==> src/rtl/note_ram_sequencer_if.sv <==
// RAM and audio-side signals of the note sequencer.
// The master side is the sequencer; the slave side is the RAM plus audio block.
interface note_ram_sequencer_if #(
   parameter int ADDR_W = 6,
   parameter int DATA_W = 32
);
   logic [ADDR_W-1:0] ram_addr;
   logic              ram_wren;
   logic [DATA_W-1:0] ram_wdata;
   logic [DATA_W-1:0] ram_rdata;
   logic [DATA_W-1:0] note_out;
   logic              note_valid;
   logic              note_ready;

   modport master (
      output ram_addr, ram_wren, ram_wdata, note_out, note_valid,
      input  ram_rdata, note_ready
   );

   modport slave (
      input  ram_addr, ram_wren, ram_wdata, note_out, note_valid,
      output ram_rdata, note_ready
   );
endinterface

==> src/rtl/note_ram_sequencer.sv <==
// Records one note per tempo tick into the note RAM and replays the song to audio
// through a valid/ready handshake, paced by the same tick.
module note_ram_sequencer #(
   parameter int ADDR_W = 6,
   parameter int DATA_W = 32
) (
   input  logic                 clk,
   input  logic                 resetn,
   input  logic                 start_rec,
   input  logic                 start_play,
   input  logic                 stop,
   input  logic                 tick,
   input  logic [DATA_W-1:0]    note_in,
   note_ram_sequencer_if.master bus,
   output logic [ADDR_W:0]      song_len,
   output logic                 busy,
   output logic [2:0]           state
);

   typedef enum logic [2:0] {
      IDLE    = 3'd0,
      REC     = 3'd1,
      REC_WR  = 3'd2,
      P_ISSUE = 3'd3,
      P_LATCH = 3'd4,
      P_OUT   = 3'd5,
      P_HOLD  = 3'd6
   } state_t;

   localparam logic [ADDR_W-1:0] LAST_ADDR = '1;

   state_t            st;
   logic [ADDR_W-1:0] wr_ptr;
   logic [ADDR_W-1:0] rd_ptr;
   logic [ADDR_W:0]   song_len_r;
   logic [DATA_W-1:0] note_out_r;
   logic [DATA_W-1:0] wdata_r;

   always_ff @(posedge clk or negedge resetn) begin
      if (!resetn) begin
         st         <= IDLE;
         wr_ptr     <= '0;
         rd_ptr     <= '0;
         song_len_r <= '0;
         note_out_r <= '0;
         wdata_r    <= '0;
      end else begin
         case (st)
            IDLE: begin
               if (start_rec) begin
                  st     <= REC;
                  wr_ptr <= '0;
               end else if (start_play && song_len_r != '0) begin
                  st     <= P_ISSUE;
                  rd_ptr <= '0;
               end
            end
            REC: begin
               // stop has priority: a tick landing with stop is discarded
               if (stop) begin
                  st         <= IDLE;
                  song_len_r <= {1'b0, wr_ptr};
               end else if (tick) begin
                  wdata_r <= note_in;
                  st      <= REC_WR;
               end
            end
            REC_WR: begin
               wr_ptr <= wr_ptr + 1'b1;
               // wide add so a write to the last address yields the full depth
               if (stop || wr_ptr == LAST_ADDR) begin
                  song_len_r <= {1'b0, wr_ptr} + 1'b1;
                  st         <= IDLE;
               end else begin
                  st <= REC;
               end
            end
            default: begin
               if (stop) begin
                  st         <= IDLE;
                  note_out_r <= '0;
               end else begin
                  case (st)
                     P_ISSUE: st <= P_LATCH;
                     P_LATCH: begin
                        note_out_r <= bus.ram_rdata;
                        st         <= P_OUT;
                     end
                     P_OUT: if (bus.note_ready) st <= P_HOLD;
                     P_HOLD: begin
                        if (tick) begin
                           rd_ptr <= rd_ptr + 1'b1;
                           if ({1'b0, rd_ptr} + 1'b1 == song_len_r) begin
                              st         <= IDLE;
                              note_out_r <= '0;
                           end else begin
                              st <= P_ISSUE;
                           end
                        end
                     end
                     default: st <= IDLE;
                  endcase
               end
            end
         endcase
      end
   end

   assign bus.ram_addr   = (st == REC || st == REC_WR) ? wr_ptr :
                           (st == IDLE)                ? '0     : rd_ptr;
   assign bus.ram_wren   = (st == REC_WR);
   assign bus.ram_wdata  = wdata_r;
   assign bus.note_out   = note_out_r;
   assign bus.note_valid = (st == P_OUT);
   assign song_len       = song_len_r;
   assign busy           = (st != IDLE);
   assign state          = st;

endmodule
==> src/flat_wrapper.sv <==
// flat-port wrapper written by rule: the top's interface ports become plain ports
module note_ram_sequencer_flat 
#(
   parameter int ADDR_W = 6,
   parameter int DATA_W = 32
)
  (clk, resetn, start_rec, start_play, stop, tick, note_in, song_len, busy, state, bus_ram_addr, bus_ram_wren, bus_ram_wdata, bus_note_out, bus_note_valid, bus_ram_rdata, bus_note_ready);
  note_ram_sequencer_if #(.ADDR_W(ADDR_W), .DATA_W(DATA_W)) bus_i ();
  input  logic clk;
  input  logic resetn;
  input  logic start_rec;
  input  logic start_play;
  input  logic stop;
  input  logic tick;
  input  logic [DATA_W-1:0] note_in;
  output logic [ADDR_W:0] song_len;
  output logic busy;
  output logic [2:0] state;
  output wire logic [$bits(bus_i.ram_addr)-1:0] bus_ram_addr;
  output wire logic [$bits(bus_i.ram_wren)-1:0] bus_ram_wren;
  output wire logic [$bits(bus_i.ram_wdata)-1:0] bus_ram_wdata;
  output wire logic [$bits(bus_i.note_out)-1:0] bus_note_out;
  output wire logic [$bits(bus_i.note_valid)-1:0] bus_note_valid;
  input wire logic [$bits(bus_i.ram_rdata)-1:0] bus_ram_rdata;
  input wire logic [$bits(bus_i.note_ready)-1:0] bus_note_ready;
  assign bus_ram_addr = bus_i.ram_addr;
  assign bus_ram_wren = bus_i.ram_wren;
  assign bus_ram_wdata = bus_i.ram_wdata;
  assign bus_note_out = bus_i.note_out;
  assign bus_note_valid = bus_i.note_valid;
  assign bus_i.ram_rdata = bus_ram_rdata;
  assign bus_i.note_ready = bus_note_ready;
  note_ram_sequencer #(.ADDR_W(ADDR_W), .DATA_W(DATA_W)) u_core (.clk(clk), .resetn(resetn), .start_rec(start_rec), .start_play(start_play), .stop(stop), .tick(tick), .note_in(note_in), .bus(bus_i), .song_len(song_len), .busy(busy), .state(state));
endmodule
==> config.mk <==
export PLATFORM = sky130hd
export DESIGN_NAME = note_ram_sequencer_flat
export DESIGN_NICKNAME = d
export VERILOG_FILES = /design/src/rtl/note_ram_sequencer_if.sv /design/src/rtl/note_ram_sequencer.sv /design/src/flat_wrapper.sv
export SDC_FILE = /design/constraint.sdc
export NUM_CORES = 1
export LEC_CHECK = 0
export BUFFER_PORTS_ARGS = -buffer_cell sky130_fd_sc_hd__buf_2
export CAP_MARGIN = 20
export CORE_MARGIN = 3
export CORE_UTILIZATION = 27
export CTS_CLUSTER_DIAMETER = 40
export DETAILED_ROUTE_END_ITERATION = 7
export GPL_ROUTABILITY_DRIVEN = 0
export HOLD_SLACK_MARGIN = 0.06
export PLACE_DENSITY = 0.54
export SYNTH_ARGS = -nofsm -noshare
export SYNTH_HDL_FRONTEND = slang
export SYNTH_SLANG_ARGS = --single-unit
==> constraint.sdc <==
create_clock -name clk -period 4.5 [get_ports clk]
set_input_delay 0.9 -clock clk [delete_from_list [all_inputs] [get_ports clk]]
set_output_delay 0.9 -clock clk [all_outputs]
set_load 0.02 [all_outputs]
# Word-level counts from Yosys, hierarchy flattened
# Index checks and enable logic that the tools add are counted.
totals:
  register_bits: 86
  elab_cells: 80
classes:
  mux: 28
  eq_ne: 20
  n_bitwise: 3
  addsub: 4
  n_reduce_logical: 19
op_table:
  columns: ["op", "n"]
  rows:
  - ["32-bit two-way mux", 3]
  - ["32-bit one-hot mux with 2 select lines", 1]
  - ["6-bit two-way mux", 8]
  - ["6-bit one-hot mux with 2 select lines", 2]
  - ["3-bit two-way mux", 7]
  - ["6-bit by 1-bit adder with 7-bit output, second input constant", 2]
  - ["7-bit two-way mux", 2]
  - ["7-bit one-hot mux with 2 select lines", 1]
  - ["6-bit by 1-bit adder with 6-bit output, second input constant", 2]
  - ["3-bit one-hot mux with 4 select lines", 1]
  - ["3-bit == test, second input constant", 3]
  - ["3-bit one-hot mux with 3 select lines", 1]
  - ["4-bit AND reduction", 2]
  - ["2-bit nonzero test", 4]
  - ["7-bit == test", 1]
  - ["7-bit nonzero test", 1]
  - ["3-bit by 2-bit == test with 1-bit output, second input constant", 2]
  - ["6-bit == test, second input constant", 1]
  - ["2-bit by 1-bit != test with 1-bit output, second input constant", 3]
  - ["2-bit != test, second input constant", 3]
  - ["3-bit by 2-bit != test with 1-bit output, second input constant", 2]
  - ["3-bit != test, second input constant", 2]
  - ["6-bit by 3-bit != test with 1-bit output, second input constant", 1]
  - ["3-bit AND reduction", 2]
  - ["13 further kinds", 17]

# Longest topological paths before layout
# Gate-level depths: netlist of the first run.
depth:
  ltp_word: 7
  mapped_depth: 7
  ltp_nobuf: 6

# Worst setup path before layout of the first run
# OpenSTA, ideal clock, no wires.
synth_path:
  kind: "reg-to-output"
  start: "register u_core.st[0], in the netlist u_core.state[0]"
  end: "output port bus_ram_addr[0]"
  arrival_time_ns: 1.678
  stages_incl_launch_ff: 6
  path_slack_ns: 1.922
  path_cell_list: "dfrtp_1 -> clkbuf_1 -> clkbuf_1 -> nand2_1 -> a21oi_1 -> a22o_1"
synth_between:
  elab_chain_len: 3
synth_rtl:
  columns: ["element", "line_no", "source"]
  rows:
  - ["start, declared", "note_ram_sequencer.sv:32", "state_t st;"]
  - ["start signal, assigned", "note_ram_sequencer.sv:41", "st <= IDLE;"]
  - ["start signal, assigned", "note_ram_sequencer.sv:51", "st <= REC;"]
  - ["start signal, assigned", "note_ram_sequencer.sv:54", "st <= P_ISSUE;"]
  - ["3-bit zero test (tied with other cells)", "note_ram_sequencer.sv:110", "(st == IDLE) ? '0 : rd_ptr;"]
  - ["6-bit two-way mux or 1-bit logical OR (tied branches)", "note_ram_sequencer.sv:110, note_ram_sequencer.sv:109", null]
  - ["6-bit two-way mux (*)", "note_ram_sequencer.sv:109", "assign bus.ram_addr = (st == REC || st == REC_WR) ? wr_ptr :"]
  - ["end, declared", "flat_wrapper.sv:19", "output wire logic [$bits(bus_i.ram_addr)-1:0] bus_ram_addr;"]
# Mark *: on every way between the ends. The rest lies on a longest branch, timed or not.

# Worst setup path in the final report of the first run
layout_path:
  start: "register u_core.st[0], in the netlist u_core.state[0]"
  end: "output port bus_ram_wren"
layout_between:
  elab_chain_len: 1
layout_rtl:
  columns: ["element", "line_no", "source"]
  rows:
  - ["3-bit by 2-bit == test with 1-bit output", "note_ram_sequencer.sv:111", "assign bus.ram_wren = (st == REC_WR);"]
  - ["end, declared", "flat_wrapper.sv:20", "output wire logic [$bits(bus_i.ram_wren)-1:0] bus_ram_wren;"]
# No other way between the ends.

==> flow_metrics.env, run 1 <==
export IMPL_insertion_delay_ns=0.33
export IMPL_first_global_vias=3339
export IMPL_synth_avg_cell_area_um2=10.6
export IMPL_finalInstanceArea_um2=5230
export IMPL_cts_path_max_buffers=2
export IMPL_die_width_um=127
export IMPL_p_sw_share_pct=41.9
export IMPL_cp_end_kind="output port"
export IMPL_min_delay_start="u_core.bus.ram_wdata[30]"
export IMPL_cp_top_family="flip-flops"
export IMPL_die_h_um=127
export IMPL_detailedRoute_firstPassIterationCount=4
export IMPL_dpl_instance_area_um2=4950
export IMPL_post_cts_hold_buffer_count=0
export IMPL_globalRouteTotalUtil_pct=13.0
export IMPL_cell_depth_of_the_worst_flop_to_flop_path=6
export IMPL_coreArea_um2=14100
export IMPL_final_max_slew_viol_count=0
export IMPL_min_period_over_period_pct=66.4
export IMPL_synth_warnings=0
export IMPL_cts_repair_resize_count=0
export IMPL_cts_post_setup_buffers_inserted=0
export IMPL_antenna_found_initial=1
export IMPL_start_util_pct=28.2
export IMPL_finalSetupTns_ns=0
export IMPL_vias=3316
export IMPL_grt_max_degree=46
export IMPL_clock_skew_final_ns=0.00514
export IMPL_fraction_of_final_layout_cells_sized_beyond_drive_strength_1_pct=42.5
export IMPL_setup_crit_start_kind="flop"
export IMPL_r2r_start="u_core.rd_ptr[3]"
export IMPL_max_clock_freq_ghz=0.335
export IMPL_hold_path_end="u_core.bus.ram_wdata[30]"
export IMPL_mostFrequentLayoutCells="buf_2 (152), dfrtp_1 (86), nand2_1 (78)"
export IMPL_worst_r2r_setup_slack_ns=1.97
export IMPL_commonest_non_fill_non_tap_cell_in_the_layout="buf_2"
export IMPL_post_route_drc_count=0
export IMPL_dr_first_iter_drc_count=112
export IMPL_worstMarginPinSlew_ns=0.763
export IMPL_slew_limit_headroom_pct=49.1
export IMPL_grt_first_pass_wirelength_um=16900
export IMPL_cts_inserted_buffers=9
export IMPL_critPathSlowestCell="dfrtp_1"
export IMPL_synth_seq_cells=86
export IMPL_r2r_end="u_core.bus.note_out[29]"
export IMPL_io_buffer_count=153
export IMPL_synth_ff_type="dfrtp_1"
export IMPL_crit_required_ns=3.60
export IMPL_maxCapViolCount=0
export IMPL_routedWlPerCell_um=14.8
export IMPL_clkSinkCount=86
export IMPL_fin_crit_ns=2.99
export IMPL_clock_root_buffer="clkbuf_16"
export IMPL_htree_num_levels=3
export IMPL_portion_of_the_post_synthesis_area_used_by_sequential_elements_pct=54.0
export IMPL_half_perimeter_wire_length_after_placement_um=7670
export IMPL_final_cells=711
export IMPL_setup_repair_after_global_routing_missed_its_margin="no"
export IMPL_timing_worst_setup_path_type="reg2out"
export IMPL_arrival_time_at_the_worst_endpoint_ns=2.09
export IMPL_worstPathMaxFanout=19
export IMPL_total_power_mw=3.56
export IMPL_internal_power_mw=2.07
export IMPL_clk_pin_slew_ns=0.07
export IMPL_power_net_switching_mw=1.49
export IMPL_vdd_drop_max_uv=340
export IMPL_syn_num_nets=451
export IMPL_netlist_area_um2=3990
export IMPL_timing_critical_path_buf_inv=2
export IMPL_power_leakage_nw=2.52
export IMPL_cell_by_cell_listing_of_the_critical_path="nand2b_1 -> nand2b_1 -> clkinv_1 -> buf_2"
export IMPL_io_pins=154
export IMPL_tritoncts="done"
export IMPL_outcome="complete, no violations"
export IMPL_synth_edf_count=0
export IMPL_worstHoldPathType="reg2reg"
export IMPL_power_density_nw_per_um2=681
export IMPL_drt_total_wl_um=10500
export IMPL_detail_route_antenna_nets=0
export IMPL_whs_path_depth=1
export IMPL_place_inst=694
export IMPL_vias_per_cell=4.66
export IMPL_final_fill_count=1444
export IMPL_globalRouteOverflowTotal=0
export IMPL_seq_power_share_pct=37.4
export IMPL_async_flop_share_pct=100
export IMPL_die_area_um2=16300
export IMPL_final_hold_fails=0
export IMPL_syn_to_final_growth_pct=31.3
export IMPL_clockPowerShare_pct=19.7
export IMPL_library_cells_used_by_synthesis=48
export IMPL_synthesis_instances=377
export IMPL_slowest_delay_ns=0.67
export IMPL_placementRows=43
export IMPL_final_net_count=599
export IMPL_comb_power_share_pct=42.9
export IMPL_cpMostUsedCell="nand2b_1"
export IMPL_setup_viol_count_final=0
-- per-stage QoR --
step	hold WS, ns	setup WS [ns]	utilization, %
2_1_floorplan	0.526	1.92	-
4_1_cts	0.507	1.51	37.0
6_report	0.501	1.51	37.0
5_1_grt	0.519	1.33	37.0
3_5_place_dp	0.491	1.89	35.0
3_3_place_gp	0.486	1.93	34.8
-- per-layer routing --
layer / share of wire [%] / GRT usage [%]
met1: 44 / 17.3
met2: 46 / 19.7
met3: 8.5 / 4.10
met4: 1.4 / 4.98
met5: 0 / 0
-- cells by family (layout without fill, tap and decap cells) --
logic type / count (synthesis) / after routing / share of synthesized area (%)
AO/OA/AOI/OAI: 84 / 84 / 13.6
XOR/XNOR: 10 / 10 / 2.20
multiplexers: 42 / 42 / 11.8
other: 0 / 1 / 0
flip-flops: 86 / 86 / 54.0
adder cells (fa/ha/maj): 3 / 3 / 0.942
buffers and inverters: 29 / 182 / 3.39
AND/OR/NAND/NOR: 123 / 123 / 14.1
-- Yosys cell counts (2+ instances only) --
master     count  share of area (%)
o21a_1         2               0.38
nand2b_1       6               0.94
o21ai_1        8                1.0
xnor2_1        8                1.8
o211ai_1       4               0.75
nor3_1         8                1.0
ha_1           3               0.94
xor2_1         2               0.44
a211oi_1       2               0.38
nor4bb_1       2               0.50
a21oi_1        7               0.88
nand4b_1       2               0.44
o21ai_0       37                4.6
and3_1         2               0.31
buf_6          3               0.85
dfrtp_1       86                 54
inv_1          7               0.66
mux2i_1        3               0.75
nor2b_1        2               0.31
clkbuf_1      17                1.6
mux2_2        39                 11
o21ai_2        3               0.66
nand3_1        5               0.63
nor2_1         8               0.75
nand4_1        3               0.47
nand2_1       78                7.3
a22o_1         7                1.5
o2bb2ai_1      2               0.44
a31oi_1        2               0.31
-- worst max path at each step --
stage                     depth (start not counted)              end            start
after floorplan                                   5  bus_ram_addr[0]  u_core.state[0]
after global placement                            4     bus_ram_wren  u_core.state[0]
after detailed placement                          5  bus_ram_addr[5]  u_core.state[1]
after CTS                                         4     bus_ram_wren  u_core.state[0]
after global routing                              4     bus_ram_wren  u_core.state[0]
final                                             4     bus_ram_wren  u_core.state[0]
-- registers in the layout (all words and copies together), names as in the netlist --
| name | cells |
|---|---|
| u_core.state | 3 |
| u_core.wr_ptr | 6 |
| u_core.rd_ptr | 6 |
| u_core.bus.ram_wdata | 32 |
| u_core.bus.note_out | 32 |
| u_core.song_len | 7 |
-- cell type report --
type | count | area [µm²] | share of cell area (%)
repair buffers | 158 | 826 | 15.8
well taps | 180 | 225 | 4.30
clock buffers | 10 | 239 | 4.57
flip-flops and latches | 86 | 2150 | 41.1
inverters | 8 | 30.0 | 0.574
clock inverters | 6 | 42.5 | 0.813
multi-input cells | 262 | 1720 | 32.8
diodes | 1 | 2.50 | 0.0478
-- power groups by stage --
stage	logic, mW	registers, mW	clock network, mW
after floorplan	0.670	1.66	0
after global placement	1.53	1.33	0
after detailed placement	1.56	1.34	0
after CTS	1.56	1.34	0.736
after global routing	1.67	1.38	0.772
final	1.53	1.33	0.701
-- worst reg2reg max path, cell delays in order (launching register included) --
cell and delay, ns:
dfrtp_1 0.56, nand2_1 0.18, o21a_1 0.24, or4_4 0.52, a2111oi_4 0.35, buf_4 0.37, o21ai_0 0.18
Power figures use the tool's default switching activity.
==> run 2, diff against run 1 <==
- ABC_AREA: not set -> 1
- clock period: 4.5 -> 2.9 ns (I/O delays scaled with it)
==> run 2 against run 1 <==
Compared with the run above: non-clock buffer count decreased by 2; combinational power is 98% higher; first-iteration DRC count grew 23%; largest cell class unchanged.
==> flow_metrics.env, run 2 <==
export IMPL_outcome="complete, no violations"
export IMPL_globalRouteTotalUtil_pct=13.0
export IMPL_io_pins=154
export IMPL_synth_top_family_by_area="simple AND/OR/NAND/NOR gates"
export IMPL_htree_num_levels=3
export IMPL_synth_ff_type="dfrtp_1"
export IMPL_yosys_area_top_type_share_pct=54.7
export IMPL_globalRouteOverflowTotal=0
export IMPL_coreArea_um2=14000
export IMPL_synth_xor_area_share_pct=0
export IMPL_timing_worst_setup_path_type="reg2out"
export IMPL_worstHoldPathType="in2async"
export IMPL_final_fill_count=1463
export IMPL_synth_warnings=0
export IMPL_slew_limit_headroom_pct=50.1
export IMPL_fin_crit_ns=2.43
export IMPL_drt_total_wl_um=10300
export IMPL_synthMostInstantiatedCell="nand2_1"
export IMPL_antenna_found_initial=0
export IMPL_setup_repair_after_global_routing_missed_its_margin="no"
export IMPL_die_area_um2=16000
export IMPL_die_h_um=127
export IMPL_synth_area_mux_share_pct=9.17
export IMPL_crit_required_ns=2.32
export IMPL_worstPathMaxFanout=6
export IMPL_placementRows=43
export IMPL_io_buffer_count=153
export IMPL_num_antenna_cells=0
export IMPL_final_hold_fails=0
export IMPL_synth_top_cells_by_count="nand2_1 (159), dfrtp_1 (86), inv_1 (41)"
export IMPL_vias_per_cell=4.44
export IMPL_commonest_non_fill_non_tap_cell_in_the_layout="nand2_1"
export IMPL_syn_num_nets=507
export IMPL_grt_first_pass_wirelength_um=16800
export IMPL_cts_inserted_buffers=9
export IMPL_netlist_area_um2=3930
export IMPL_setup_viol_count_final=0
export IMPL_r2r_start="u_core.rd_ptr[0]"
export IMPL_power_leakage_nw=2.88
export IMPL_tritoncts="done"
export IMPL_clk_pin_slew_ns=0.06
export IMPL_die_width_um=127
export IMPL_detailedRoute_firstPassIterationCount=5
export IMPL_half_perimeter_wire_length_after_placement_um=7800
export IMPL_vias=3439
export IMPL_synth_compound_area_share_pct=5.92
export IMPL_cts_path_max_buffers=2
export IMPL_utilization_pct=37.1
export IMPL_synth_edf_count=0
export IMPL_final_max_slew_viol_count=0
export IMPL_library_cells_used_by_synthesis=25
export IMPL_r2r_end="u_core.bus.note_out[3]"
export IMPL_worstMarginPinSlew_ns=0.746
export IMPL_slowest_delay_ns=0.44
export IMPL_portion_of_the_post_synthesis_area_used_by_sequential_elements_pct=54.7
export IMPL_fin_ws_ns=0.472
export IMPL_maxCapViolCount=0
export IMPL_grt_max_degree=45
export IMPL_yosysTopAreaCell="dfrtp_1"
export IMPL_cell_depth_of_the_worst_flop_to_flop_path=13
export IMPL_arrival_time_at_the_worst_endpoint_ns=1.85
export IMPL_post_route_drc_count=0
export IMPL_first_global_vias=3443
export IMPL_yosys_top_cells_area="dfrtp_1 (55%), nand2_1 (15%), mux2_2 (7.7%)"
export IMPL_setup_crit_start_kind="flop"
export IMPL_final_cells=775
export IMPL_critPathSlowestCell="dfrtp_1"
export IMPL_final_net_count=664
export IMPL_place_inst=759
export IMPL_syn_to_final_growth_pct=32.4
export IMPL_max_clock_freq_ghz=0.412
export IMPL_cts_post_setup_buffers_inserted=0
export IMPL_dr_first_iter_drc_count=138
export IMPL_clock_skew_final_ns=0.00626
export IMPL_worst_r2r_setup_slack_ns=0.78
export IMPL_cell_by_cell_listing_of_the_critical_path="inv_1 -> nand2_1 -> a21oi_1 -> inv_2 -> o22ai_1 -> buf_2"
export IMPL_min_period_over_period_pct=83.7
export IMPL_synth_avg_cell_area_um2=9.08
export IMPL_fraction_of_final_layout_cells_sized_beyond_drive_strength_1_pct=35.5
export IMPL_vdd_drop_max_uv=422
export IMPL_synth_seq_cells=86
export IMPL_finalSetupTns_ns=0
export IMPL_cp_end_kind="output port"
export IMPL_dp_worst_setup_slack_ns=0.623
export IMPL_post_cts_hold_buffer_count=0
export IMPL_start_util_pct=28.0
export IMPL_async_flop_share_pct=100
export IMPL_cts_repair_resize_count=0
export IMPL_mostFrequentLayoutCells="nand2_1 (159), buf_2 (152), dfrtp_1 (86)"
export IMPL_detail_route_antenna_nets=0
export IMPL_synthesis_instances=433
export IMPL_synth_simple_gate_area_share_pct=22.8
export IMPL_clkSinkCount=86
export IMPL_routedWlPerCell_um=13.3
export IMPL_insertion_delay_ns=0.34
export IMPL_clock_root_buffer="clkbuf_16"
export IMPL_area_share_of_fa_ha_maj_cells_after_synthesis_pct=0.955
export IMPL_power_density_nw_per_um2=1230
[run 2: changes by cell type in the layout (fill, tap and decap cells not counted), moves of 7 or more]
cell     before  now
o21ai_0      37   21
a22o_1        7    0
nand2_1      78  159
mux2_2       39   27
nand3_1       5   26
o22ai_1       1   11
inv_1         7   41
nor2_1        8   18
xnor2_1       8    0
[run 2: cells by family after synthesis]
logic type,after synthesis
compound gates,42
fa+ha+maj,3
buf+inv,55
flops,86
mux,32
simple gates,215
[run 2: area by class of cell]
| cell class | count | area (µm²) | share of cell area, % |
|---|---|---|---|
| Multi-Input combinational cell | 292 | 1530 | 29.4 |
| Sequential cell | 86 | 2150 | 41.4 |
| Clock inverter | 5 | 81.3 | 1.56 |
| Tap cell | 180 | 225 | 4.33 |
| Inverter | 45 | 169 | 3.25 |
| Clock buffer | 11 | 243 | 4.66 |
| Timing Repair Buffer | 156 | 803 | 15.4 |
[run 2: routing by layer]
layer	up-vias	global-route usage, %	part of all wire, %
met2	119	21.5	46
met5	-	0	0
met4	0	4.92	1.4
met1	1607	16.2	45
li1	1701	-	-
met3	12	3.75	7.1
[run 2: report_power, final]
group	total, mW	switching [mW]	leakage, nW	internal, mW
clock	1.26	0.480	0.156	0.780
combinational	3.03	1.98	1.61	1.04
sequential	2.13	0.353	1.11	1.78
total	6.42	2.82	2.88	3.60
[run 2: worst max-delay path by stage]
stage,from,endpoint,slack (ns),cells past startpoint
floorplan,u_core.state[2],bus_ram_addr[2],0.96,4
global placement,stop,u_core.bus.ram_wdata[20],0.69,6
detailed placement,stop,u_core.bus.ram_wdata[5],0.62,6
CTS,u_core.state[2],bus_ram_addr[5],0.44,6
global route,u_core.state[2],bus_ram_addr[5],0.35,6
finish,u_core.state[2],bus_ram_addr[5],0.47,6
[run 2: critical path: cells and delay by family (launching register included)]
kind            cells  cell delay, ns
compound gates      2            0.47
buf+inv             3            0.46
flops               1            0.44
simple gates        1            0.15
[run 2: through the flow]
step / total power, mW / hold slack (ns) / area [µm²]
2_1_floorplan: 4.19 / 0.284 / 3930
3_3_place_gp: 5.16 / 0.451 / 4880
3_5_place_dp: 5.23 / 0.458 / 4880
4_1_cts: 6.52 / 0.237 / 5200
5_1_grt: 6.92 / 0.254 / 5200
6_report: 6.42 / 0.225 / 5200
==> run 3, diff against run 2 <==
- PLACE_DENSITY: 0.54 -> 0.56
- clock period: 2.9 -> 1.95 ns (I/O delays scaled with it)
==> run 3 against run 2 <==
Compared with the run above: the run now ends with negative setup slack left; register-to-register slack got worse by 0.79 ns; core utilization rose by 3.7 points; design area rose by 10%; critical path type is now reg2reg; critical endpoint is now u_core.bus.note_out[15]; largest cell class unchanged; highest routed layer unchanged.
==> flow_metrics.env, run 3 (synthesis gave the netlist of run 2 again) <==
export IMPL_outcome="complete, but fails checks"
export IMPL_violated_checks="negative setup slack"
export IMPL_die_area_um2=16000
export IMPL_final_hold_slack_ns=0.246
export IMPL_globalRouteOverflowTotal=0
export IMPL_cell_depth_of_the_worst_flop_to_flop_path=13
export IMPL_mostFrequentLayoutCells="buf_2 (146), nand2_1 (106), dfrtp_1 (85)"
export IMPL_htree_num_levels=3
export IMPL_coreArea_um2=14000
export IMPL_dr_first_iter_drc_count=172
export IMPL_whs_path_depth=2
export IMPL_clk_pin_slew_ns=0.06
export IMPL_detailedRoute_firstPassIterationCount=4
export IMPL_vias_per_cell=4.42
export IMPL_fin_ws_ns=-0.00754
export IMPL_finalInstanceArea_um2=5730
export IMPL_power_leakage_nw=3.05
export IMPL_routedWlPerCell_um=13.7
export IMPL_io_buffer_count=153
export IMPL_worstHoldPathType="in2reg"
export IMPL_io_pins=154
export IMPL_dp_worst_setup_slack_ns=-0.0145
export IMPL_first_global_vias=3526
export IMPL_slew_limit_headroom_pct=62.2
export IMPL_dpl_instance_area_um2=4970
export IMPL_sequential_cell_area_um2=2150
export IMPL_syn_to_final_growth_pct=45.6
export IMPL_grt_max_degree=44
export IMPL_arrival_time_at_the_worst_endpoint_ns=2.19
export IMPL_clock_skew_final_ns=0.00630
export IMPL_worstPathMaxFanout=8
export IMPL_total_power_mw=10.6
export IMPL_placementRows=43
export IMPL_vdd_drop_max_uv=814
export IMPL_finalSetupTns_ns=-0.0134
export IMPL_num_antenna_cells=0
export IMPL_half_perimeter_wire_length_after_placement_um=8010
export IMPL_final_hold_fails=0
export IMPL_fraction_of_final_layout_cells_sized_beyond_drive_strength_1_pct=49.5
export IMPL_worstMarginPinSlew_ns=0.567
export IMPL_commonest_non_fill_non_tap_cell_in_the_layout="buf_2"
export IMPL_setup_crit_start_kind="flop"
export IMPL_insertion_delay_ns=0.34
export IMPL_cts_path_max_buffers=2
export IMPL_clkSinkCount=86
export IMPL_globalRouteTotalUtil_pct=13.3
export IMPL_die_h_um=127
export IMPL_power_density_nw_per_um2=1850
export IMPL_tritoncts="done"
export IMPL_antenna_found_initial=0
export IMPL_cts_inserted_buffers=9
export IMPL_crit_required_ns=2.18
export IMPL_start_util_pct=28.0
export IMPL_final_fill_count=1378
export IMPL_final_max_slew_viol_count=0
export IMPL_multi_input_area_um2=1820
export IMPL_detail_route_antenna_nets=0
export IMPL_timing_worst_setup_path_type="reg2reg"
export IMPL_max_clock_freq_ghz=0.511
export IMPL_maxCapViolCount=0
export IMPL_grt_first_pass_wirelength_um=17100
export IMPL_drt_total_wl_um=10900
export IMPL_fin_crit_ns=1.96
export IMPL_min_period_over_period_pct=100
export IMPL_final_net_count=683
export IMPL_worst_r2r_setup_slack_ns=-0.008
export IMPL_setup_viol_count_final=3
export IMPL_cp_end_kind="flop"
export IMPL_die_width_um=127
export IMPL_vias=3513
export IMPL_clock_root_buffer="clkbuf_16"
export IMPL_setup_repair_after_global_routing_missed_its_margin="yes"
export IMPL_post_route_drc_count=0
[run 3: changes by cell type in the layout (fill, tap and decap cells not counted), sizes merged]
cell and change:
buf +16, bufinv -2, clkbuf +3, clkinvlp +3, dlygate4sd3 +1, inv -2
[run 3: area by class of cell]
type                            instances  area share [%]
Tap cell                              180            3.93
Clock inverter                          4           0.546
Multi-Input combinational cell        292            31.8
Timing Repair Buffer                  175            18.5
Inverter                               45            3.06
Sequential cell                        86            37.6
Clock buffer                           12            4.48
[run 3: metrics by stage]
stage          utilization (%)  instances
2_1_floorplan                -        433
3_3_place_gp              35.4        768
3_5_place_dp              35.4        768
4_1_cts                   37.8        786
5_1_grt                   40.8        794
6_report                  40.8        794
[run 3: path summary, 6_finish.rpt]
kind                                    startpoint                      end
max                               u_core.rd_ptr[0]  u_core.bus.note_out[15]
min                                      start_rec         u_core.wr_ptr[2]
max reg2reg                       u_core.rd_ptr[0]  u_core.bus.note_out[15]
min reg2reg                u_core.bus.note_out[22]  u_core.bus.note_out[22]
max in group asynchronous                   resetn         u_core.rd_ptr[2]
min in group asynchronous                   resetn  u_core.bus.note_out[25]
[run 3: where the power goes]
part / internal (mW) / leakage (nW) / switching [mW]
Sequential: 2.65 / 1.11 / 0.632
Combinational: 2.26 / 1.81 / 3.42
Clock: 0.935 / 0.131 / 0.701
Total: 5.84 / 3.05 / 4.75
[run 3: critical path, stage by stage, from the launching register on]
cell and delay (ns):
dfrtp_1 0.44, buf_6 0.13, inv_4 0.04, nor2_4 0.17, nand2_1 0.10, nand3_2 0.09, nand3_2 0.08, nor2_2 0.13
nand3_2 0.09, nand2_2 0.09, nand3_4 0.14, clkbuf_16 0.22, nand2_4 0.06, nand2_2 0.04
[run 3: per-layer routing]
| layer | track usage [%] | part of all wire [%] | vias up | routed length [µm] |
|---|---|---|---|---|
| li1 | - | - | 1742 | - |
| met1 | 17.2 | 44 | 1642 | 4830 |
| met4 | 5.11 | 1.6 | 0 | 172 |
| met2 | 21.2 | 47 | 116 | 5150 |
| met5 | 0 | 0 | - | 0 |
| met3 | 3.71 | 6.9 | 13 | 755 |
[run 3: timing repair]
| item | CTS | global route |
|---|---|---|
| cloned | 0 | 3 |
| pin swaps | 0 | 18 |
| buffers inserted | 1 | 5 |
| gates resized for setup | 10 | 96 |
| hold buffers | 1 | 0 |
| endpoints found under the setup margin | 27 | 40 |
| endpoints found under the hold margin | 41 | 0 |
